File: config.mk
export PLATFORM = sky130hd
export DESIGN_NAME = apb_mem_controller
export DESIGN_NICKNAME = d
export VERILOG_FILES = /design/src/rtl/apb_mem_controller.sv
export SDC_FILE = /design/constraint.sdc
export NUM_CORES = 1
export LEC_CHECK = 0
export ABC_AREA = 1
export BUFFER_PORTS_ARGS = -buffer_cell sky130_fd_sc_hd__buf_2
export CELL_PAD_IN_SITES_DETAIL_PLACEMENT = 0
export CELL_PAD_IN_SITES_GLOBAL_PLACEMENT = 2
export CORE_MARGIN = 5
export CORE_UTILIZATION = 31
export DETAILED_ROUTE_END_ITERATION = 8
export PLACE_DENSITY_LB_ADDON = 0.1
export REMOVE_ABC_BUFFERS = 1
export SYNTH_ARGS = -nofsm -noshare
export SYNTH_HDL_FRONTEND = slang
export SYNTH_SLANG_ARGS = --single-unit
File: constraint.sdc
create_clock -name clk -period 2.6 [get_ports clk]
set_input_delay 0.26 -clock clk [delete_from_list [all_inputs] [get_ports clk]]
set_output_delay 0.26 -clock clk [all_outputs]
set_load 0.01 [all_outputs]
File: src/rtl/apb_mem_controller.sv
// rtl/apb_mem_controller.sv - Load/store sequencer running one APB transfer per CPU memory request
module apb_mem_controller #(
  parameter int ADDR_W  = 16,
  parameter int DATA_W  = 16,
  parameter int TIMEOUT = 15
) (
  input  logic              clk,
  input  logic              rst,
  input  logic              mem_read,
  input  logic              mem_write,
  input  logic [ADDR_W-1:0] addr,
  input  logic [DATA_W-1:0] wdata,
  output logic [DATA_W-1:0] rdata,
  output logic              stall,
  output logic              err,
  output logic              psel,
  output logic              penable,
  output logic              pwrite,
  output logic [ADDR_W-1:0] paddr,
  output logic [DATA_W-1:0] pwdata,
  input  logic [DATA_W-1:0] prdata,
  input  logic              pready,
  input  logic              pslverr
);

  typedef enum logic [1:0] {
    IDLE   = 2'd0,
    SETUP  = 2'd1,
    ACCESS = 2'd2,
    DONE   = 2'd3
  } state_t;

  localparam logic [7:0] TIMEOUT_CNT = 8'(TIMEOUT);

  state_t     state;
  state_t     state_nxt;
  logic [7:0] wait_cnt;
  logic       fail_q;
  logic       req;
  logic       timeout_hit;

  assign req         = mem_read | mem_write;
  assign timeout_hit = (state == ACCESS) && !pready && (wait_cnt == TIMEOUT_CNT);

  always_ff @(posedge clk or posedge rst) begin
    if (rst) begin
      state <= IDLE;
    end else begin
      state <= state_nxt;
    end
  end

  // APB control and stall decode straight from state, so an async reset drops psel at once
  always_comb begin
    state_nxt = state;
    psel      = 1'b0;
    penable   = 1'b0;
    stall     = 1'b0;
    err       = 1'b0;
    case (state)
      IDLE: begin
        stall = req;
        if (req) begin
          state_nxt = SETUP;
        end
      end
      SETUP: begin
        psel      = 1'b1;
        stall     = 1'b1;
        state_nxt = ACCESS;
      end
      ACCESS: begin
        psel    = 1'b1;
        penable = 1'b1;
        stall   = 1'b1;
        if (pready || timeout_hit) begin
          state_nxt = DONE;
        end
      end
      DONE: begin
        err       = fail_q;
        state_nxt = IDLE;
      end
      default: begin
        state_nxt = IDLE;
      end
    endcase
  end

  // fail_q collects illegal-request, slave-error and timeout causes for the DONE cycle
  always_ff @(posedge clk or posedge rst) begin
    if (rst) begin
      paddr    <= '0;
      pwdata   <= '0;
      pwrite   <= 1'b0;
      rdata    <= '0;
      wait_cnt <= '0;
      fail_q   <= 1'b0;
    end else begin
      case (state)
        IDLE: begin
          if (req) begin
            paddr    <= addr;
            pwdata   <= wdata;
            pwrite   <= mem_write;
            fail_q   <= mem_read & mem_write;
            wait_cnt <= '0;
          end
        end
        ACCESS: begin
          if (pready) begin
            if (!pwrite) begin
              rdata <= pslverr ? '0 : prdata;
            end
            fail_q <= fail_q | pslverr;
          end else if (timeout_hit) begin
            if (!pwrite) begin
              rdata <= '0;
            end
            fail_q <= 1'b1;
          end else begin
            wait_cnt <= wait_cnt + 8'd1;
          end
        end
        default: begin
        end
      endcase
    end
  end

endmodule

==> run_results.csv <==
group,metric,value,unit
setup_path,slowest_delay,0.47,ns
setup_path,critPathKind,"reg -> out",
die,start_util,31.79,%
sta,worst_pin_slew,0.8137,ns
power,power_density,1092,nW/um^2
clock_tree,clk_pin_slew,0.07,ns
drt,routed_wl,6829,um
drt,dr.pass1.iters,4,
sta,fin_skew,0.005260,ns
die,fp.dieArea,10890,sq um
cells_and_area,design_area,3583,sq um
die,num_rows,34,
setup_path,cp_slowest_cell,"nand2_2",
synthesis,synth-seq-area-share,54.42,%
global_routing,grt_pass1_wl,11280,um
clock_tree,clockBufferDepth,2,
sta,final-hold-violation-count,0,
cells_and_area,multi_input_area,1136,sq um
synthesis,synthesis.area,2759,sq um
clock_tree,post_cts_resized,0,
cells_and_area,final_core_util,41.29,%
sta,layout_min_cycle_time,2.222,ns
synthesis,syn_area_per_cell,10.22,sq um
setup_path,path_delay_family,"simple AND/OR/NAND/NOR gates",
synthesis,synthCells,270,
placed_design,dp.cells,479,
sta,slew_headroom,45.56,%
setup_path,crit_chain,"inv_1 > ha_1 > nand2_2 > a21oi_1 > buf_2",
min_path,hp-class,"in -> reg",
clock_tree,cts_tree,"yes",
sta,fin_tns_setup,0,ns
cells_and_area,area_growth,29.89,%
die,die_h,104.3,um
placed_design,hpwl,4977,um
global_routing,grt-ovfl-total,0,
sta,finalSetupViolations,0,
cells_and_area,final_cell_mix,"106 x buf_2, 85 x nand2_1, 60 x dfrtp_1",
clock_tree,clk_latency,0.33,ns
global_routing,track_usage,12.93,%
setup_path,worstPathBufferInverterCount,2,
global_routing,antenna_found_initial,0,
run,max_cap_viol_count,0,
sta,rsz0062_at_grt,"false",
placed_design,port_buffers,106,
global_routing,grt_max_degree,36,
synthesis,yosys_warnings,0,
cells_and_area,fillers,901,
power,combinationalPowerShare,42.2,%
cells_and_area,final_cells,495,
drt,ant_nets,0,
power,p_int,2.464,mW
power,p_sw_share,37.03,%
setup_path,cp.required,2.34,ns
placed_design,placed_area,3397,sq um
drt,route.detailed.drc,0,
clock_tree,cts.sinks,60,
cells_and_area,drive_above_1_share,44.44,%
die,coreArea,8678,sq um
placed_design,routabilityCongestion,0.6884,
sta,fin_crit_sh,85.44,%
die,die_w,104.3,um
clock_tree,cts_buffers,9,
setup_path,worstSetupEndpointType,"primary output",
clock_tree,ctsHoldBuffers,1,
clock_tree,h-tree-depth,3,
power,power.total,3.913,mW
cells_and_area,ff_latch_area,1501,sq um
synthesis,synth_cell_types,25,
power,peakVddDrop,480.2,uV
clock_tree,cts_setup_buffers,0,
power,p_seq_share,38.8,%
drt,via_per_inst,4.392,
power,switchingPower,1.449,mW
cells_and_area,antennaDiodeCount,0,
drt,dr_total_vias,2174,
setup_path,cp.arrival,1.96,ns
drt,drtIter0Drc,52,
power,clkPwrFrac,19.0,%
clock_tree,cts_root_buf,"clkbuf_8",
sta,slew_viol_final,0,
cells_and_area,final_nets,442,
setup_path,critPathMaxFanout,35,
die,ios,107,
synthesis,ys_ff_latch,60,
status,status,"complete, no violations",
cells_and_area,final_common_cell,"buf_2",
sta,fmax,450.1,MHz
setup_path,cp-start-kind,"flip-flop",
drt,wl_per_cell,13.80,um
power,power.leakage,1.849,nW
global_routing,grt_pass1_vias,2219,
-- synth_stat cells, drive strengths merged --
cell	count	area share, %
a21oi	2	0.36
buf	7	1.8
clkbuf	2	0.27
dfrtp	60	54
ha	5	2.3
inv	17	2.3
mux2	32	13
nand2	88	13
nand3	15	3.5
nand3b	16	4.4
nor2	13	2.5
nor3	1	0.18
o21ai	10	1.8
o21bai	1	0.27
or2	1	0.23
-- final timing paths --
check | start | to | slack [ns] | depth (start not counted)
max in group asynchronous | rst | rdata[1]$_DFFE_PP0P_ | 1.39 | 4
worst min-delay path | addr[4] | paddr[4]$_DFFE_PP0P_ | 0.16 | 2
worst min register to register | rdata[9]$_DFFE_PP0P_ | rdata[9]$_DFFE_PP0P_ | 0.47 | 2
worst max-delay path | state[0]$_DFFE_PP0P_ | stall | 0.38 | 5
worst max register to register | state[0]$_DFFE_PP0P_ | pwdata[4]$_DFFE_PP0P_ | 0.73 | 4
min in group asynchronous | rst | pwdata[5]$_DFFE_PP0P_ | 0.52 | 3
-- sequential cells by signal, indices dropped and copies added, names as in the netlist --
register  count
fail_q        1
paddr        16
pwdata       16
pwrite        1
rdata        16
state         2
wait_cnt      8
-- routing by layer --
metal  wire length, um  part of all wire [%]  track usage (%)
met1              3278                    48            17.27
met2              2997                    44            19.55
met3               482                   7.1            4.345
met4                71                   1.0            4.440
met5                 0                     0                0
-- power groups by stage --
| stage | Combinational [mW] | Sequential, mW | Clock (mW) |
|---|---|---|---|
| after floorplan | 0.836 | 1.70 | 0 |
| after global placement | 1.68 | 1.54 | 0 |
| after detailed placement | 1.69 | 1.54 | 0 |
| after CTS | 1.70 | 1.52 | 0.780 |
| after global routing | 1.84 | 1.58 | 0.827 |
| final | 1.65 | 1.52 | 0.743 |
-- logic make-up (layout without fill, tap and decap cells) --
| kind of cell | Yosys count | count (layout) | share of synthesized area [%] |
|---|---|---|---|
| and+or+nand+nor | 134 | 134 | 23.40 |
| DFF | 60 | 60 | 54.42 |
| muxes | 32 | 32 | 13.06 |
| buffers and inverters | 26 | 143 | 4.399 |
| AOI/OAI and AO/OA | 13 | 13 | 2.449 |
| adders and majority gates | 5 | 5 | 2.268 |
-- area by class of cell --
| type | count | share of cell area [%] |
|---|---|---|
| clock inverter | 4 | 0.6983 |
| sequential | 60 | 41.90 |
| timing repair buffer | 111 | 15.92 |
| tap | 108 | 3.771 |
| inverter | 17 | 1.781 |
| multi-input combinational | 184 | 31.70 |
| clock buffer | 11 | 4.225 |
-- through the flow --
stage               setup WS (ns)  hold WS, ns
floorplan                  0.8553       0.4106
global placement           0.7044       0.3472
detailed placement         0.6856       0.3446
CTS                        0.3041       0.1365
global route               0.1765       0.1392
finish                     0.3785       0.1586
No activity file was read; power rests on OpenSTA's default activity.
